===== src/rtl/dfm_spi_master.sv =====
// dfm_spi_master: SPI mode-0 master, sends one command byte (dc=0) then reads RD_BYTES bytes (dc=1).
// Latency: done_o 2*CLK_DIV*(10+8*RD_BYTES) + CLK_DIV*CS_HOLD + 1 cycles after start acceptance.
// Backpressure: none; start_i is sampled only in IDLE, requests while busy are dropped, not queued.
// Optional build macro SPI_MASTER_MISO_SYNC_EN: 2-flop MISO synchronizer, sampling at end of SCLK high.
module dfm_spi_master #(
  parameter int unsigned CLK_DIV  = 4,
  parameter int unsigned RD_BYTES = 8,
  parameter int unsigned CS_HOLD  = 1
) (
  input  logic        sys_clk,
  input  logic        sys_rst_n,
  input  logic        start_i,
  input  logic [7:0]  cmd_i,
  output logic        busy_o,
  output logic        done_o,
  output logic [63:0] rd_data_o,
  output logic        spi_sclk_o,
  output logic        spi_mosi_o,
  output logic        spi_cs_n_o,
  output logic        dc_o,
  input  logic        spi_miso_i
);

  localparam int unsigned DATA_BITS = RD_BYTES * 8;
  localparam int unsigned PAD_BITS  = 64 - DATA_BITS;

  localparam logic [7:0] TMR_LAST  = 8'(CLK_DIV - 1);
  localparam logic [8:0] PAIR_LAST = 9'd1;
  localparam logic [8:0] CMD_LAST  = 9'd7;
  localparam logic [8:0] DATA_LAST = 9'(DATA_BITS - 1);
  localparam logic [8:0] HOLD_LAST = 9'(CS_HOLD - 1);

  if (CLK_DIV < 2 || CLK_DIV > 255) begin : g_bad_clk_div
    $error("dfm_spi_master: CLK_DIV must be 2..255");
  end
  if (RD_BYTES < 1 || RD_BYTES > 8) begin : g_bad_rd_bytes
    $error("dfm_spi_master: RD_BYTES must be 1..8");
  end
  if (CS_HOLD < 1 || CS_HOLD > 15) begin : g_bad_cs_hold
    $error("dfm_spi_master: CS_HOLD must be 1..15");
  end

  typedef enum logic [2:0] {
    S_IDLE,
    S_SETUP,
    S_CMD,
    S_GAP,
    S_DATA,
    S_HOLD,
    S_DONE
  } state_t;

  state_t      state, state_nxt;
  logic [7:0]  tmr, tmr_nxt;
  logic        half, half_nxt;      // 0 = SCLK low half-period, 1 = high half-period
  logic [8:0]  bit_cnt, bit_cnt_nxt; // bits in CMD/DATA, half-periods in SETUP/GAP/HOLD
  logic [7:0]  cmd_q;
  logic [63:0] shift_q;
  logic [63:0] rd_data_q;
  logic        tick;
  logic        accept;
  logic        load_result;
  logic        sample;
  logic        miso_use;

  assign tick = (tmr == TMR_LAST);

`ifdef SPI_MASTER_MISO_SYNC_EN
  logic [1:0] miso_sync;

  if (CLK_DIV < 3) begin : g_bad_sync_div
    $error("dfm_spi_master: CLK_DIV must be >= 3 with the MISO synchronizer");
  end

  // Two-flop synchronizer for a MISO launched from a foreign clock domain.
  always_ff @(posedge sys_clk or negedge sys_rst_n) begin
    if (!sys_rst_n) begin
      miso_sync <= 2'b00;
    end else begin
      miso_sync <= {miso_sync[0], spi_miso_i};
    end
  end

  // Sample late in the high half so the synchronizer has settled.
  assign miso_use = miso_sync[1];
  assign sample   = (state == S_DATA) && half && tick;
`else
  // Same-domain loopback: sample in the cycle SCLK rises.
  assign miso_use = spi_miso_i;
  assign sample   = (state == S_DATA) && half && (tmr == 8'd0);
`endif

  // State and timing counters.
  always_ff @(posedge sys_clk or negedge sys_rst_n) begin
    if (!sys_rst_n) begin
      state   <= S_IDLE;
      tmr     <= 8'd0;
      half    <= 1'b0;
      bit_cnt <= 9'd0;
    end else begin
      state   <= state_nxt;
      tmr     <= tmr_nxt;
      half    <= half_nxt;
      bit_cnt <= bit_cnt_nxt;
    end
  end

  // Next-state, counter sequencing and SPI pin values.
  always_comb begin
    state_nxt   = state;
    tmr_nxt     = 8'd0;
    half_nxt    = half;
    bit_cnt_nxt = bit_cnt;
    accept      = 1'b0;
    load_result = 1'b0;
    busy_o      = 1'b1;
    done_o      = 1'b0;
    spi_cs_n_o  = 1'b1;
    spi_sclk_o  = 1'b0;
    spi_mosi_o  = 1'b0;
    dc_o        = 1'b0;

    // Half-period timer runs only while a frame is on the wire.
    if (state != S_IDLE && state != S_DONE) begin
      tmr_nxt = tick ? 8'd0 : tmr + 8'd1;
    end

    case (state)
      S_IDLE: begin
        busy_o = 1'b0;
        if (start_i) begin
          accept      = 1'b1;
          state_nxt   = S_SETUP;
          half_nxt    = 1'b0;
          bit_cnt_nxt = 9'd0;
        end
      end
      S_SETUP: begin
        spi_cs_n_o = 1'b0;
        spi_mosi_o = cmd_q[7];
        if (tick) begin
          if (bit_cnt == PAIR_LAST) begin
            state_nxt   = S_CMD;
            bit_cnt_nxt = 9'd0;
          end else begin
            bit_cnt_nxt = bit_cnt + 9'd1;
          end
        end
      end
      S_CMD: begin
        spi_cs_n_o = 1'b0;
        spi_sclk_o = half;
        // bit k carries cmd[7-k]; 7-k is the 3-bit complement of k
        spi_mosi_o = cmd_q[~bit_cnt[2:0]];
        if (tick) begin
          half_nxt = ~half;
          if (half) begin
            if (bit_cnt == CMD_LAST) begin
              state_nxt   = S_GAP;
              bit_cnt_nxt = 9'd0;
            end else begin
              bit_cnt_nxt = bit_cnt + 9'd1;
            end
          end
        end
      end
      S_GAP: begin
        spi_cs_n_o = 1'b0;
        dc_o       = 1'b1;
        if (tick) begin
          if (bit_cnt == PAIR_LAST) begin
            state_nxt   = S_DATA;
            bit_cnt_nxt = 9'd0;
          end else begin
            bit_cnt_nxt = bit_cnt + 9'd1;
          end
        end
      end
      S_DATA: begin
        spi_cs_n_o = 1'b0;
        dc_o       = 1'b1;
        spi_sclk_o = half;
        if (tick) begin
          half_nxt = ~half;
          if (half) begin
            if (bit_cnt == DATA_LAST) begin
              state_nxt   = S_HOLD;
              bit_cnt_nxt = 9'd0;
            end else begin
              bit_cnt_nxt = bit_cnt + 9'd1;
            end
          end
        end
      end
      S_HOLD: begin
        spi_cs_n_o = 1'b0;
        dc_o       = 1'b1;
        if (tick) begin
          if (bit_cnt == HOLD_LAST) begin
            state_nxt   = S_DONE;
            bit_cnt_nxt = 9'd0;
            load_result = 1'b1;
          end else begin
            bit_cnt_nxt = bit_cnt + 9'd1;
          end
        end
      end
      S_DONE: begin
        done_o    = 1'b1;
        state_nxt = S_IDLE;
      end
      default: begin
        state_nxt = S_IDLE;
      end
    endcase
  end

  // Command latch, MISO shift register and result register.
  always_ff @(posedge sys_clk or negedge sys_rst_n) begin
    if (!sys_rst_n) begin
      cmd_q     <= 8'd0;
      shift_q   <= 64'd0;
      rd_data_q <= 64'd0;
    end else begin
      if (accept) begin
        cmd_q   <= cmd_i;
        shift_q <= 64'd0;
      end else if (sample) begin
        shift_q <= {shift_q[62:0], miso_use};
      end
      // Result lands as the FSM enters DONE, so it is valid with done_o.
      if (load_result) begin
        rd_data_q <= shift_q << PAD_BITS;
      end
    end
  end

  assign rd_data_o = rd_data_q;

endmodule


===== config.mk =====
export PLATFORM = sky130hd
export DESIGN_NAME = dfm_spi_master
export DESIGN_NICKNAME = d
export VERILOG_FILES = /design/src/rtl/dfm_spi_master.sv
export SDC_FILE = /design/constraint.sdc
export NUM_CORES = 1
export LEC_CHECK = 0
export CORE_ASPECT_RATIO = 0.9
export CORE_MARGIN = 8
export CORE_UTILIZATION = 45
export CTS_CLUSTER_SIZE = 24
export DETAILED_ROUTE_END_ITERATION = 8
export PLACE_DENSITY = 0.67
export RECOVER_POWER = 25
export SLEW_MARGIN = 0
export SYNTH_ARGS = -nofsm -noshare
export SYNTH_HDL_FRONTEND = slang
export SYNTH_SLANG_ARGS = --single-unit

===== constraint.sdc =====
create_clock -name sys_clk -period 4.96 [get_ports sys_clk]
set_input_delay 0.744 -clock sys_clk [delete_from_list [all_inputs] [get_ports sys_clk]]
set_output_delay 0.744 -clock sys_clk [all_outputs]
set_load 0.01 [all_outputs]

==> results.py <==
metrics = {
    "critical_path": {
        "startpoint_type": "register",
        "setup.worst_path.class": "register to output port",
        "critPathTopFamily": "multiplexers",
        "path_buf_inv": 1,
        "worst_ep_required_time_ns": 4.22,
        "timing.critical_path.fanout_max": 9,
        "critical_path.endpoint_type": "output port",
        "worstReg2RegStart": "bit_cnt[0]",
        "crit_path_cell_trace": "mux4_2 -> mux2_2 -> a22oi_1 -> nor2_1 -> clkdlybuf4s50_1",
        "critPathMaxStageDelay_ns": 0.54,
        "cp-startpoint": "bit_cnt[0]",
        "arrival_time_reported_for_the_critical_path_endpoint_ns": 2.51,
        "worst_path_max_delay_cell": "sky130_fd_sc_hd__mux4_2",
    },
    "grt": {
        "global_route_wire_length_before_repair_um": 22600,
        "globalRouteOverflowTotal": 0,
        "grt_max_degree": 117,
        "number_of_antenna_violations_at_the_first_check_in_global_routing": 0,
        "grt_use_total_pct": 14.9,
        "grt_pass1_vias": 4485,
    },
    "floorplanning": {
        "fp.dieH_um": 131,
        "floorplan.die_area_mm2": 0.0189,
        "start_util_pct": 45.6,
        "floorplan.io_pins": 82,
        "floorplan.core_area_mm2": 0.0146,
        "placementRows": 42,
        "chipWidth_um": 144,
    },
    "clock_tree": {
        "clk_pin_slew_ns": 0.06,
        "cts_resized": 0,
        "maximum_root_to_sink_buffer_count": 2,
        "worstSkewPairLatency_ns": 0.42,
        "tritoncts_num_sinks": 157,
        "cts_post_setup_buffers_inserted": 0,
        "cts.htree.levels": 4,
        "post_cts_hold_buffer_count": 0,
        "ctsRootBufferMaster": "sky130_fd_sc_hd__clkbuf_16",
        "cts_buffers": 17,
        "cts_tree": "built",
    },
    "placed_design": {
        "hpwl_um": 8600,
        "gp_routability_congestion": 0.794,
        "port_buffers": 81,
    },
    "synth": {
        "postSynthCellCount": 599,
        "synth.distinct_cells": 41,
        "syn_area_per_cell_um2": 11.1,
        "syn_area_mm2": 0.00663,
        "asyncSetResetFlopFracSynth_pct": 100,
        "ys_ff_latch": 157,
        "syn-num-nets": 616,
        "number_of_enable_flip_flop_cells_after_synthesis": 0,
        "synth_warnings": 0,
        "yosysSeqAreaShare_pct": 59.2,
        "synth_top_flop_cell": "sky130_fd_sc_hd__dfrtp_1",
    },
    "detailed_routing": {
        "finalWirelength_um": 13500,
        "wl_per_cell_um": 15.3,
        "count_of_vias_placed_by_the_detailed_router": 4501,
        "pre_repair_dr_iteration_count": 5,
        "drc": 0,
        "drt.antenna.violating_nets": 0,
        "drt_iter0_markers": 306,
        "vias_per_cell": 5.12,
    },
    "sta": {
        "timing.setup.tns_ns": 0,
        "final-max-slew-violation-count": 117,
        "post-route-period-util_pct": 65.6,
        "rsz0062_at_grt": "false",
        "fin_skew_ns": 0.00766,
        "fmax_mhz": 307,
        "setup_viol_count_final": 0,
        "report.final.hold_viol_count": 0,
        "tightest_slew_ns": 2.90,
        "post-route-min-period_ns": 3.25,
        "timing.slew.headroom_pct": -93.5,
    },
    "power_and_ir_drop": {
        "report.power.total_mw": 4.24,
        "static-leakage-power_nw": 3.70,
        "p_per_area_mw_per_mm2": 518,
        "ir_worst_vdd_uv": 278,
    },
    "layout": {
        "num_antenna_cells": 0,
        "drive_gt1_share_pct": 14.4,
        "area_growth_pct": 23.3,
        "final_net_count": 685,
    },
    "run": {
        "drv.max_cap_violation_count": 1,
    },
    "hold_path": {
        "timing.hold.worst.start": "rd_data_o[43]",
        "worst_hold_path_type": "register to register",
    },
    "outcome": {
        "violated_checks": "capacitance limit, slew limit",
        "status": "complete, but fails checks",
    },
}
## area by class of cell
| class | instances | area [um^2] |
|---|---|---|
| Fill cell | 1231 | 6370 |
| Sequential cell | 157 | 3930 |
| Multi-Input combinational cell | 394 | 2470 |
| Timing Repair Buffer | 87 | 851 |
| Clock buffer | 20 | 447 |
| Tap cell | 198 | 248 |
| Clock inverter | 12 | 193 |
| Inverter | 11 | 41.3 |
## report_power, final
part | leakage, nW | total [mW] | switching, mW | internal [mW]
registers | 2.14 | 1.96 | 0.316 | 1.64
logic | 1.24 | 0.880 | 0.437 | 0.442
clock network | 0.317 | 1.40 | 0.498 | 0.903
total | 3.70 | 4.24 | 1.25 | 2.99
## stage by stage
step | utilization (%) | worst slack [ns] | hold WS [ns] | instances | area (um^2)
after floorplan | - | 2.60 | 0.448 | 599 | 6630
after global placement | 51.9 | 2.18 | 0.467 | 847 | 7550
after detailed placement | 51.9 | 2.09 | 0.474 | 847 | 7550
after CTS | 56.2 | 1.68 | 0.489 | 879 | 8190
after global routing | 56.2 | 1.35 | 0.506 | 879 | 8180
final | 56.2 | 1.71 | 0.484 | 879 | 8180
## path summary, 6_finish.rpt
path,endpoint,slack (ns),cells after the start
setup reg to reg,bit_cnt[0],2.12,6
min in group asynchronous,shift_q[18],1.18,1
setup / recovery,spi_mosi_o,1.71,5
hold / removal,rd_data_o[43],0.48,1
max in group asynchronous,shift_q[56],1.86,2
hold reg to reg,rd_data_o[43],0.48,1
## routing by layer
layer	vias to the layer above	share of wire (%)	global-route usage (%)	wire length [um]
li1	2173	-	-	-
met1	2213	46	19.1	6170
met2	100	46	22.8	6250
met3	15	6.8	5.50	924
met4	0	1.1	4.90	142
met5	-	0	0	0
## sequential cells by signal, indices dropped and copies added, names as in the netlist
signal	flops
rd_data_o	64
bit_cnt	9
half	1
state	3
tmr	8
cmd_q	8
shift_q	64
## synth_stat cells (5+ instances only)
| cell type | n | area share (%) |
|---|---|---|
| sky130_fd_sc_hd__a211oi_1 | 8 | 0.91 |
| sky130_fd_sc_hd__a21oi_1 | 70 | 5.3 |
| sky130_fd_sc_hd__buf_2 | 10 | 0.75 |
| sky130_fd_sc_hd__buf_6 | 6 | 1.0 |
| sky130_fd_sc_hd__clkbuf_1 | 19 | 1.1 |
| sky130_fd_sc_hd__dfrtp_1 | 157 | 59 |
| sky130_fd_sc_hd__ha_1 | 5 | 0.94 |
| sky130_fd_sc_hd__inv_1 | 11 | 0.62 |
| sky130_fd_sc_hd__mux2_1 | 22 | 3.7 |
| sky130_fd_sc_hd__mux2_2 | 52 | 8.8 |
| sky130_fd_sc_hd__mux2i_1 | 5 | 0.75 |
| sky130_fd_sc_hd__nand2_1 | 146 | 8.3 |
| sky130_fd_sc_hd__nand3_1 | 10 | 0.75 |
| sky130_fd_sc_hd__nor2_1 | 23 | 1.3 |
| sky130_fd_sc_hd__nor3_1 | 5 | 0.38 |
| sky130_fd_sc_hd__o21ai_0 | 5 | 0.38 |
| sky130_fd_sc_hd__xor2_1 | 5 | 0.66 |
## layout by cell type, fill, tap and decap left out, types with 6 or more instances in the layout
cell type                         count
sky130_fd_sc_hd__nor2_1              23
sky130_fd_sc_hd__clkbuf_16           17
sky130_fd_sc_hd__dfrtp_1            157
sky130_fd_sc_hd__mux2_2              52
sky130_fd_sc_hd__nand3_1             10
sky130_fd_sc_hd__buf_4                6
sky130_fd_sc_hd__a21oi_1             70
sky130_fd_sc_hd__mux2_1              22
sky130_fd_sc_hd__inv_1               11
sky130_fd_sc_hd__clkdlybuf4s50_1     80
sky130_fd_sc_hd__a211oi_1             8
sky130_fd_sc_hd__nand2_1            146
## worst register-to-register path, delay by kind of cell, from the launching register on
family / cells / cell delay (ns)
AND/OR/NAND/NOR: 3 / 1.35
flip-flops: 1 / 0.53
AO/OA/AOI/OAI: 2 / 0.51
adder cells (fa/ha/maj): 1 / 0.28
## logic make-up (layout without fill, tap and decap cells)
logic type,after synthesis,count (layout),synth area share (%)
flops,157,157,59.2
mux,81,81,14.0
fa+ha+maj,5,5,0.943
xor+xnor,6,6,0.792
simple gates,202,202,12.9
compound gates,100,100,8.54
buf+inv,48,130,3.58
Power figures use the tool's default switching activity.
